===== config.mk =====
export PLATFORM = sky130hd
export DESIGN_NAME = uart_rx_fifo_flat
export DESIGN_NICKNAME = d
export VERILOG_FILES = /design/src/rtl/uart_rx_fifo_if.sv /design/src/rtl/uart_rx_fifo.sv /design/src/flat_wrapper.sv
export SDC_FILE = /design/constraint.sdc
export NUM_CORES = 1
export LEC_CHECK = 0
export CORE_AREA = 10 10 131 133
export CTS_BUF_LIST = sky130_fd_sc_hd__clkbuf_2
export DETAILED_ROUTE_END_ITERATION = 8
export DIE_AREA = 0 0 141 143
export PLACE_DENSITY = 0.6
export REMOVE_ABC_BUFFERS = 1
export SETUP_SLACK_MARGIN = 0.3
export SYNTH_ARGS = -nofsm -noshare
export SYNTH_HDL_FRONTEND = slang
export SYNTH_SLANG_ARGS = --single-unit

===== constraint.sdc =====
create_clock -name clk -period 4.9 [get_ports clk]
set_clock_uncertainty 0.05 [all_clocks]
set_input_delay 0.98 -clock clk [delete_from_list [all_inputs] [get_ports clk]]
set_output_delay 0.98 -clock clk [all_outputs]
set_load 0.05 [all_outputs]

===== src/rtl/uart_rx_fifo_if.sv =====
// uart_rx_fifo_if: show-ahead read port of the receive FIFO; the FIFO side is the slave.
interface uart_rx_fifo_if #(
  parameter int DEPTH = 16
);
  logic [7:0] rd_data;
  logic rd_valid;
  logic rd_pop;
  logic [$clog2(DEPTH):0] fifo_count;
  modport master (input rd_data, rd_valid, fifo_count, output rd_pop);
  modport slave (output rd_data, rd_valid, fifo_count, input rd_pop);
endinterface


===== src/rtl/uart_rx_fifo.sv =====
// uart_rx_fifo: 8N1 UART receiver with RTS flow control feeding a show-ahead byte FIFO.
// Optional UART_RX_MAJORITY_EN: data/stop bits use a 3-sample majority vote.
module uart_rx_fifo #(
  parameter int CLK_HZ = 8000000,
  parameter int BAUD = 125000,
  parameter int DEPTH = 16,
  parameter int RTS_MARGIN = 4
) (
  input  logic clk,
  input  logic rst_n,
  input  logic rx,
  output logic rts,
  output logic frame_err,
  output logic overrun,
  input  logic err_clr,
  uart_rx_fifo_if.slave rd
);
  localparam int CPB = CLK_HZ / BAUD;
  localparam int CW = $clog2(CPB);
  localparam int AW = $clog2(DEPTH);
  localparam int KW = AW + 1;
  typedef enum logic [1:0] {IDLE, START, DATA, STOP} state_t;
  state_t state, state_n;
  logic [CW-1:0] cnt, cnt_n;
  logic [2:0] idx, idx_n;
  logic [7:0] sh, sh_n;
  logic rx_m, rx_s, bit_v, at_bit, push, bad_stop, push_ok, pop_ok;
  logic [7:0] mem [DEPTH];
  logic [AW-1:0] wptr, rptr;
  logic [KW-1:0] count, count_n;
  always_ff @(posedge clk or negedge rst_n)
    if (!rst_n) {rx_m, rx_s} <= 2'b11;
    else {rx_m, rx_s} <= {rx, rx_m};
`ifdef UART_RX_MAJORITY_EN
  logic [1:0] hist;
  always_ff @(posedge clk or negedge rst_n)
    if (!rst_n) hist <= 2'b11;
    else hist <= {hist[0], rx_s};
  assign bit_v = (hist[1] & hist[0]) | (hist[1] & rx_s) | (hist[0] & rx_s);
`else
  assign bit_v = rx_s;
`endif
  assign at_bit = cnt == CW'(CPB - 1);
  always_comb begin
    state_n = state;
    cnt_n = cnt + 1'b1;
    idx_n = idx;
    sh_n = sh;
    push = 1'b0;
    bad_stop = 1'b0;
    unique case (state)
      IDLE: begin
        cnt_n = '0;
        state_n = rx_s ? IDLE : START;
      end
      START: if (cnt == CW'(CPB / 2 - 1)) begin
        cnt_n = '0;
        idx_n = '0;
        state_n = rx_s ? IDLE : DATA;
      end
      DATA: if (at_bit) begin
        cnt_n = '0;
        sh_n = {bit_v, sh[7:1]};
        idx_n = idx + 1'b1;
        state_n = idx == 3'd7 ? STOP : DATA;
      end
      STOP: if (at_bit) begin
        state_n = IDLE;
        push = bit_v;
        bad_stop = !bit_v;
      end
      default: state_n = IDLE;
    endcase
  end
  always_ff @(posedge clk or negedge rst_n)
    if (!rst_n) begin
      state <= IDLE;
      cnt <= '0;
      idx <= '0;
      sh <= '0;
    end else begin
      state <= state_n;
      cnt <= cnt_n;
      idx <= idx_n;
      sh <= sh_n;
    end
  // A pop in the same cycle frees the slot, so a full FIFO can still take the byte.
  assign pop_ok = rd.rd_pop && count != '0;
  assign push_ok = push && (count < KW'(DEPTH) || rd.rd_pop);
  assign count_n = count + KW'(push_ok) - KW'(pop_ok);
  always_ff @(posedge clk)
    if (push_ok) mem[wptr] <= sh;
  always_ff @(posedge clk or negedge rst_n)
    if (!rst_n) begin
      wptr <= '0;
      rptr <= '0;
      count <= '0;
      rts <= 1'b1;
      frame_err <= 1'b0;
      overrun <= 1'b0;
    end else begin
      wptr <= wptr + AW'(push_ok);
      rptr <= rptr + AW'(pop_ok);
      count <= count_n;
      rts <= count_n >= KW'(DEPTH - RTS_MARGIN);
      frame_err <= err_clr ? 1'b0 : frame_err | bad_stop;
      overrun <= err_clr ? 1'b0 : overrun | (push & !push_ok);
    end
  assign rd.rd_valid = count != '0;
  assign rd.rd_data = rd.rd_valid ? mem[rptr] : 8'h00;
  assign rd.fifo_count = count;
endmodule


===== src/flat_wrapper.sv =====
// flat-port wrapper written by rule: the top's interface ports become plain ports
module uart_rx_fifo_flat 
#(
  parameter int CLK_HZ = 8000000,
  parameter int BAUD = 125000,
  parameter int DEPTH = 16,
  parameter int RTS_MARGIN = 4
)
  (clk, rst_n, rx, rts, frame_err, overrun, err_clr, rd_rd_data, rd_rd_valid, rd_fifo_count, rd_rd_pop);
  uart_rx_fifo_if #(.DEPTH(DEPTH)) rd_i ();
  input  logic clk;
  input  logic rst_n;
  input  logic rx;
  output logic rts;
  output logic frame_err;
  output logic overrun;
  input  logic err_clr;
  output wire logic [$bits(rd_i.rd_data)-1:0] rd_rd_data;
  output wire logic [$bits(rd_i.rd_valid)-1:0] rd_rd_valid;
  output wire logic [$bits(rd_i.fifo_count)-1:0] rd_fifo_count;
  input wire logic [$bits(rd_i.rd_pop)-1:0] rd_rd_pop;
  assign rd_rd_data = rd_i.rd_data;
  assign rd_rd_valid = rd_i.rd_valid;
  assign rd_fifo_count = rd_i.fifo_count;
  assign rd_i.rd_pop = rd_rd_pop;
  uart_rx_fifo #(.CLK_HZ(CLK_HZ), .BAUD(BAUD), .DEPTH(DEPTH), .RTS_MARGIN(RTS_MARGIN)) u_core (.clk(clk), .rst_n(rst_n), .rx(rx), .rts(rts), .frame_err(frame_err), .overrun(overrun), .err_clr(err_clr), .rd(rd_i));
endmodule

## Word-level counts from Yosys, hierarchy flattened

Memory sizes are Yosys's and may differ from the RTL's.
Cells that the tools add are included.

- Output and inout port bits: 17
- Flip-flop bits (word level): 37
- Bits in writable memories: 128
- Word-level logic and storage cells: 66
- Bits of input ports: 5
- Memories kept: 1

- Reductions and logical operators: 11
- $add $sub $neg: 6
- Equal/unequal tests: 9
- Bitwise operators: 3
- Mux-type cells: 22
- $lt $le $gt $ge: 2

Memories:

| memory | words | bits a word | rd ports | clocked after memory_dff | wr ports | RTL line | source |
|---|---|---|---|---|---|---|---|
| u_core.mem | 16 | 8 | 1 | 0 | 1 | uart_rx_fifo.sv:28 | `logic [7:0] mem [DEPTH];` |

Operators by type and width:

| kind | number |
|---|---|
| $pmux 6 s3 | 1 |
| $mux 6 | 2 |
| $mux 1 | 10 |
| $add 4x1->4 | 2 |
| $mux 2 | 4 |
| $mux 8 | 1 |
| $pmux 2 s4 | 1 |
| $add 6x1->6 const B | 1 |
| $eq 6x5->1 const B | 1 |
| $eq 6x6->1 const B | 1 |
| $mux 3 | 2 |
| $ne 2x1->1 const B | 3 |
| $pmux 3 s2 | 1 |
| $reduce_and 3->1 | 2 |
| $add 5x1->5 | 1 |
| $ge 5x4->1 const B | 1 |
| $lt 5x5->1 const B | 1 |
| $reduce_bool 5->1 | 1 |
| $sub 5x1->5 | 1 |
| $eq 2x2->1 const B | 2 |
| $add 3x1->3 const B | 1 |
| $eq 3x3->1 const B | 1 |
| $eq 2x1->1 const B | 1 |
| $logic_and 1x1->1 | 2 |
| 7 further kinds | 9 |

## Longest topological paths before layout

Gate-level depths: netlist (run 1).

- Depth after elaboration: 8
- Mapped depth: 12
- Depth with buffers taken out: 11

## Worst setup path before layout (run 1)

OpenSTA, ideal clock, no wires.

- Path type: reg2out
- Start: reg u_core.count[2] (netlist: u_core.rd.fifo_count[2])
- End: out rd_rd_data[4]
- Data arrival time: 2673 ps
- Stages on the path, launching flop included: 10
- Path buffers: 3
- Slack: 1197 ps
- Cell sequence: dfrtp_1 > inv_1 > ha_1 > or4b_1 > buf_2 > nor2b_4 > buf_6 > buf_6 > a22oi_1 > o211ai_1

- Word-level cells in the longest chain between the ends: 2

Ends and longest elaborated chain:

| element | RTL line | source |
|---|---|---|
| from (decl) | uart_rx_fifo.sv:30 | `logic [KW-1:0] count, count_n;` |
| from (signal assigned) | uart_rx_fifo.sv:104 | `count <= count_n;` |
| $reduce_bool 5->1 | uart_rx_fifo.sv:109 | `assign rd.rd_valid = count != '0;` |
| named net rd_rd_valid | flat_wrapper.sv:19 | `output wire logic [$bits(rd_i.rd_valid)-1:0] rd_rd_valid;` |
| $mux 8 | uart_rx_fifo.sv:110 | `assign rd.rd_data = rd.rd_valid ? mem[rptr] : 8'h00;` |
| to (decl) | flat_wrapper.sv:18 | `output wire logic [$bits(rd_i.rd_data)-1:0] rd_rd_data;` |

The timed path passes the listed nets, and every way through them passes these cells.

## Final worst setup path (run 1)

- Start: reg u_core.count[2] (netlist: u_core.rd.fifo_count[2])
- End: out rd_rd_data[1]

- Word-level cells in the longest chain between the ends: 2

Ends and longest elaborated chain:

| element | RTL line |
|---|---|
| $reduce_bool 5->1 | uart_rx_fifo.sv:109 |
| $mux 8 | uart_rx_fifo.sv:110 |

Every way passes these cells.

==> results of run 1 <==
[synth_stat cells (all sizes together)]
master | count | area [sq um]
a21o | 2 | 15.0
a21oi | 6 | 30.0
a221oi | 1 | 8.76
a22oi | 14 | 110
a31oi | 4 | 25.0
a32oi | 1 | 16.3
and2 | 3 | 21.3
and3 | 3 | 18.8
and4 | 1 | 8.76
buf | 13 | 87.6
clkbuf | 8 | 30.0
dfrtp | 34 | 851
dfstp | 3 | 78.8
edfxtp | 128 | 3840
fa | 1 | 20.0
ha | 11 | 138
inv | 7 | 26.3
mux2 | 7 | 78.8
mux2i | 17 | 170
mux4 | 24 | 541
nand2 | 8 | 30.0
nand3 | 22 | 110
nand3b | 4 | 30.0
nand4 | 2 | 12.5
nand4b | 1 | 8.76
nor2 | 23 | 86.3
nor2b | 5 | 38.8
nor3 | 4 | 20.0
nor3b | 3 | 22.5
nor4 | 4 | 31.3
o211ai | 8 | 60.1
o21a | 1 | 7.51
o21ai | 2 | 10.0
o21bai | 2 | 15.0
o22ai | 2 | 12.5
or3b | 1 | 8.76
or4b | 1 | 10.0
xnor2 | 5 | 43.8
xor2 | 7 | 61.3
[logic make-up after synthesis]
| group | count (synthesis) | synth area share |
|---|---|---|
| buffers and inverters | 28 | 0.0214 |
| AND/OR/NAND/NOR | 85 | 0.0680 |
| multiplexers | 48 | 0.117 |
| XOR/XNOR | 12 | 0.0156 |
| adder cells (fa/ha/maj) | 12 | 0.0234 |
| flip-flops | 165 | 0.708 |
| AO/OA/AOI/OAI | 43 | 0.0461 |
[state kept, by name, summed over array words and instances, names as in the netlist, named ones only]
register / flops
u_core.mem: 128
u_core.sh: 8
u_core.cnt: 6
u_core.rd.fifo_count: 5
u_core.rptr: 4
u_core.wptr: 4
u_core.idx: 3
u_core.bit_v: 1
u_core.frame_err: 1
u_core.overrun: 1
u_core.rts: 1
u_core.rx_m: 1
u_core.state: 1
[final timing paths]
check / endpoint / depth (start not counted) / from / slack [ps]
max in group asynchronous: u_core.rptr[0] / 1 / rst_n / 3910
min: u_core.sh[3] / 1 / rst_n / 260
min in group clk: u_core.bit_v / 0 / u_core.rx_m / 320
max reg2reg: u_core.rts / 11 / u_core.rd.fifo_count[2] / 2010
max: rd_rd_data[1] / 7 / u_core.rd.fifo_count[2] / 600
min reg2reg: u_core.bit_v / 0 / u_core.rx_m / 320
[repair_timing]
| item | 4_1_cts | 5_1_grt |
|---|---|---|
| setup buffers | 0 | 1 |
| endpoints found under the setup margin | 6 | 7 |
| gates resized for setup | 1 | 6 |
[stage by stage]
stage	hold slack [ps]	instance area [sq um]	instances
after global routing	231	7480	620
after floorplan	295	6620	372
after global placement	297	7130	587
after CTS	226	7450	619
after detailed placement	300	7130	587
final	258	7480	620
[layout by cell type (no fill, tap or decap), types with 2 or more instances in the layout]
cell             count
nor2_1              23
dlymetal6s2s_1       6
nand3_1             22
xnor2_1              5
nor2b_1              4
edfxtp_1           128
nand3b_1             4
dfstp_2              3
o21ai_0              2
o21bai_1             2
o22ai_1              2
ha_1                11
a22oi_1             13
a31oi_1              4
nand4_1              2
nor4_1               3
nor3_1               4
clkinv_1             2
buf_4               10
nor3b_1              3
inv_1                7
clkinv_2             3
mux4_2              24
clkbuf_2            17
xor2_1               7
dfrtp_1             33
mux2i_1             17
clkinvlp_4           3
bufinv_16            6
and2_1               2
a21o_1               2
and3_1               3
clkdlybuf4s50_1     14
a21oi_1              6
nand2_1              8
mux2_2               7
o211ai_1             8
[layout make-up]
cell class / count / area, sq um / area share
clock inverter: 15 / 234 / 0.0313
sequential: 165 / 4780 / 0.638
tap: 184 / 230 / 0.0308
timing repair buffer: 32 / 310 / 0.0415
inverter: 7 / 26.3 / 0.00351
clock buffer: 17 / 85.1 / 0.0114
multi-input combinational: 200 / 1820 / 0.243
[power groups by stage]
stage	clock, mW	sequential [mW]	combinational (mW)
final	0.889	1.66	1.35
after global routing	0.978	1.67	1.46
after CTS	0.913	1.69	1.33
after detailed placement	0	1.71	1.33
after global placement	0	1.71	1.32
after floorplan	0	1.84	0.797
[per-layer routing]
metal  routed length (microns)  vias to the layer above  share of wire  global-route usage
met3                       699                       20          0.052              0.0401
met5                         0                        -              0                   0
li1                          -                     1601              -                   -
met4                       300                        0          0.022              0.0598
met1                      5940                     1790           0.44               0.178
met2                      6500                       84           0.48               0.222
==> flow_summary.ini, run 1 <==
[placed_design]
port_buffers = 21
dp_slack_ps = 1100
gp_congestion = 0.767
dp_hpwl_microns = 8880

[sta]
max_freq_mhz = 233
setup_viol = 0
period_needed_ps = 4300
hold_viol = 0
worst_pin_slew_ps = 883
fin_crit_sh = 0.877
drv_slew = 0
setup_slack_ps = 601
setup-tns-final_ps = 0
slew_headroom = 0.409
rsz0062_at_grt = no

[worst_setup_path]
cp-end-kind = output pin
crit_path_max_incr_delay_ps = 830
worstPathCellList = inv_1 > ha_1 > or4b_1 > nor2b_4 > a22oi_2 > o211ai_1 > clkdlybuf4s50_1
critPathMaxFanout = 16
crit_buf_inv = 2
cpMaxStageDelayCell = clkdlybuf4s50_1
worstSetupStartpointType = register
required_ps = 3870
cp_top_family = buffers and inverters
arrival_ps = 3270
critPathKind = register to output pin

[clock_tree]
clock_sinks = 165
cts_tree = built
root_buffer = clkbuf_2
cts_hold_buf = 0
clk_latency_ps = 730
numCtsBuffers = 17
cts_buffer_depth = 2
clk_pin_slew_ps = 230
cts_max_level = 4

[floorplanning]
die_height_microns = 143
coreArea_sq_mm = 0.0144
start_util = 0.467
io_pins = 22
chipWidth_microns = 141
die-area_sq_mm = 0.0202
rows = 44

[detailed_routing]
vias_per_cell = 5.64
ant_nets = 0
dr.first_iter.drc_count = 253
routedWlPerCell_microns = 21.7
wirelength_microns = 13400
route.detailed.drc = 0
via_count = 3495
dr.pass1.iters = 7

[synth]
synth_seq_area_share = 0.708
synth_cells = 393
ys_ff_latch = 165
synthesis.area_sq_mm = 0.00674
synth-warning-count = 0
synthDistinctLibCells = 45
synth_area_per_cell_sq_um = 17.1

[pwr]
peakVddDrop_uv = 458
p_total_mw = 3.90
comb_power_share = 0.346
p_clk_frac = 0.228
switching_share = 0.351
p_leak_nw = 2.72
intPower_mw = 2.53
p_switching_mw = 1.37
power_frac_seq = 0.426
power_density_mw_per_mm2 = 521

[layout]
area_delta_synth_final_pct = 11.1
num-nets-final = 440
nFillCells = 1201
drive_gt1_frac = 0.188
antennaDiodeCount = 0
utilization = 0.519

[global_routing]
grt_first_pass_wirelength_microns = 21100
grt_overflow_total = 0
grt_max_degree = 38
grt_pass1_vias = 3653
antenna_found_initial = 0
track_usage = 0.141

[worst_hold_path]
hold_path.class = primary input to asynchronous set/reset pin

[run]
maxCapViolations = 0

[run_status]
status = finished, final reports clean
Note: power is estimated with default switching activity, not from simulation.
==> run 2: changes to the inputs <==
--- a/config.mk
+++ b/config.mk
@@ -9,7 +9,7 @@
 export CTS_BUF_LIST = sky130_fd_sc_hd__clkbuf_2
 export DETAILED_ROUTE_END_ITERATION = 8
 export DIE_AREA = 0 0 141 143
-export PLACE_DENSITY = 0.6
+export PLACE_DENSITY = 0.73
 export REMOVE_ABC_BUFFERS = 1
 export SETUP_SLACK_MARGIN = 0.3
 export SYNTH_ARGS = -nofsm -noshare
==> run 2 against run 1 <==
Compared with the run above:
- register-to-register slack worse by 80 ps
- routed wire length decreased by 1.2%
- sequential share of layout area up 0.72 points
- total power decreased by 4.0%
- clock power is 20% lower
- global-route usage decreased by 0.27 points
- design area decreased by 1.1%
- flip-flop and latch count stayed put
- via count rose by 1.3%
==> flow_summary.ini, run 2 (same netlist as run 1, synthesis figures left out) <==
[placed_design]
place_area_sq_mm = 0.00714
gp_congestion = 0.814
port_buffers = 21
dp_hpwl_microns = 8690

[global_routing]
grt_overflow_total = 0
grt_pass1_vias = 3752
grt_max_degree = 38
grt_first_pass_wirelength_microns = 21200
track_usage = 0.138
antenna_found_initial = 0

[sta]
fin_crit_sh = 0.885
setup_viol = 0
period_needed_ps = 4340
hold_viol = 0
max_freq_mhz = 231
setup-tns-final_ps = 0
drv_slew = 0
slew_headroom = 0.334
rsz0062_at_grt = no
worst_pin_slew_ps = 995

[pwr]
p_switching_mw = 1.35
comb_power_share = 0.348
p_clk_frac = 0.190
power_frac_seq = 0.463
peakVddDrop_uv = 281
switching_share = 0.362
intPower_mw = 2.39
power_density_mw_per_mm2 = 505
p_leak_nw = 2.65

[run]
maxCapViolations = 0

[floorplanning]
coreArea_sq_mm = 0.0144
die_height_microns = 143
chipWidth_microns = 141
die-area_sq_mm = 0.0202
io_pins = 22
start_util = 0.467
rows = 44

[worst_setup_path]
r2r_cells = 5
arrival_ps = 3310
critPathMaxFanout = 8
r2r-start = u_core.cnt[0]
worstPathCellList = inv_1 > ha_1 > or4b_1 > nor2b_4 > buf_4 > a22oi_2 > o211ai_1 > clkdlybuf4s50_1
critPathKind = register to output pin
cp-end-kind = output pin
cpMaxStageDelayCell = clkdlybuf4s50_1
worstSetupStartpointType = register
r2r_setup_slack_ps = 1930
r2r_end = u_core.mem[1][7]
crit_path_max_incr_delay_ps = 730
required_ps = 3870

[clock_tree]
cts_tree = built
clk_pin_slew_ps = 210
clock_sinks = 165
clk_latency_ps = 680
root_buffer = clkbuf_2
numCtsBuffers = 17
cts_buffer_depth = 2
cts_max_level = 4

[layout]
design_area_sq_mm = 0.00740
layout.cells.most_common_list = 128 x edfxtp_1, 31 x dfrtp_1, 24 x mux4_2, 23 x nor2_1, 22 x nand3_1
antennaDiodeCount = 0
regMostFlops = u_core.mem
reg.largest.list = u_core.mem: 128 flops, u_core.sh: 8 flops, u_core.cnt: 6 flops
largest_register_ffs = 128
area_delta_synth_final_pct = 9.88
drive_gt1_frac = 0.193
num-nets-final = 440
mostFrequentLayoutCell = edfxtp_1

[detailed_routing]
via_count = 3539
routedWlPerCell_microns = 21.5
dr.first_iter.drc_count = 295
ant_nets = 0
wirelength_microns = 13300
route.detailed.drc = 0
dr.pass1.iters = 6
vias_per_cell = 5.72

[worst_hold_path]
hold_path.class = primary input to asynchronous set/reset pin

[run_status]
status = finished, final reports clean
[run 2: power by group through the flow]
| stage | Combinational [mW] | Clock (mW) | Sequential (mW) |
|---|---|---|---|
| detailed placement | 1.30 | 0 | 1.76 |
| floorplan | 0.797 | 0 | 1.84 |
| global route | 1.40 | 0.791 | 1.75 |
| finish | 1.30 | 0.710 | 1.73 |
| CTS | 1.30 | 0.730 | 1.73 |
| global placement | 1.27 | 0 | 1.75 |
[run 2: per-layer routing]
metal	routed length, microns	share of wire	GRT usage
met5	0	0	0
met2	6890	0.52	0.237
met3	725	0.055	0.0438
met1	5560	0.42	0.165
met4	103	0.0078	0.0348
[run 2: per-stage QoR]
step | utilization | hold slack (ps) | instances | setup slack, ps | total power, mW
floorplan | - | 295 | 372 | 865 | 2.64
global placement | 0.495 | 297 | 585 | 1100 | 3.02
detailed placement | 0.495 | 300 | 585 | 1090 | 3.06
CTS | 0.511 | 259 | 616 | 332 | 3.76
global route | 0.513 | 239 | 619 | 303 | 3.95
finish | 0.513 | 310 | 619 | 562 | 3.74
[run 2: critical path: cells and delay by family (launching register included)]
kind	cells	cell delay [ps]
buffers and inverters	3	1000
and+or+nand+nor	2	770
DFF	1	460
AOI/OAI and AO/OA	2	270
adders and majority gates	1	140
[run 2: worst max path at each step]
| stage | startpoint | endpoint | slack [ps] |
|---|---|---|---|
| 2_1_floorplan | u_core.rptr[0] | rd_rd_data[1] | 860 |
| 3_3_place_gp | u_core.rptr[2] | rd_rd_data[0] | 1100 |
| 3_5_place_dp | u_core.rptr[2] | rd_rd_data[1] | 1090 |
| 4_1_cts | u_core.rptr[1] | rd_rd_data[1] | 330 |
| 5_1_grt | u_core.rd.fifo_count[3] | rd_rd_data[4] | 300 |
| 6_report | u_core.rd.fifo_count[3] | rd_rd_data[1] | 560 |
[run 2: timing repair]
action,in CTS,in global routing
endpoints found under the setup margin,3,8
hold endpoints to repair,0,0
gates resized for setup,1,5
setup buffers,0,3
hold buffers,0,0
cloned,0,0
[run 2: area by class of cell]
cell class,instances,area (sq um)
clock inverters,12,138
well taps,184,230
clock buffers,19,95.1
inverters,7,26.3
repair buffers,32,305
multi-input cells,200,1830
flip-flops and latches,165,4780
fillers,1193,7020
==> run 3: changes to the inputs <==
--- a/config.mk
+++ b/config.mk
@@ -12,6 +12,7 @@
 export PLACE_DENSITY = 0.73
 export REMOVE_ABC_BUFFERS = 1
 export SETUP_SLACK_MARGIN = 0.3
+export SKIP_CTS_REPAIR_TIMING = 1
 export SYNTH_ARGS = -nofsm -noshare
 export SYNTH_HDL_FRONTEND = slang
 export SYNTH_SLANG_ARGS = --single-unit
==> results of run 3 <==
Final layout, timing and power as in run 2 (identical DEF).
Main changes from that run: via count of the first global-routing pass 3752 -> 3756
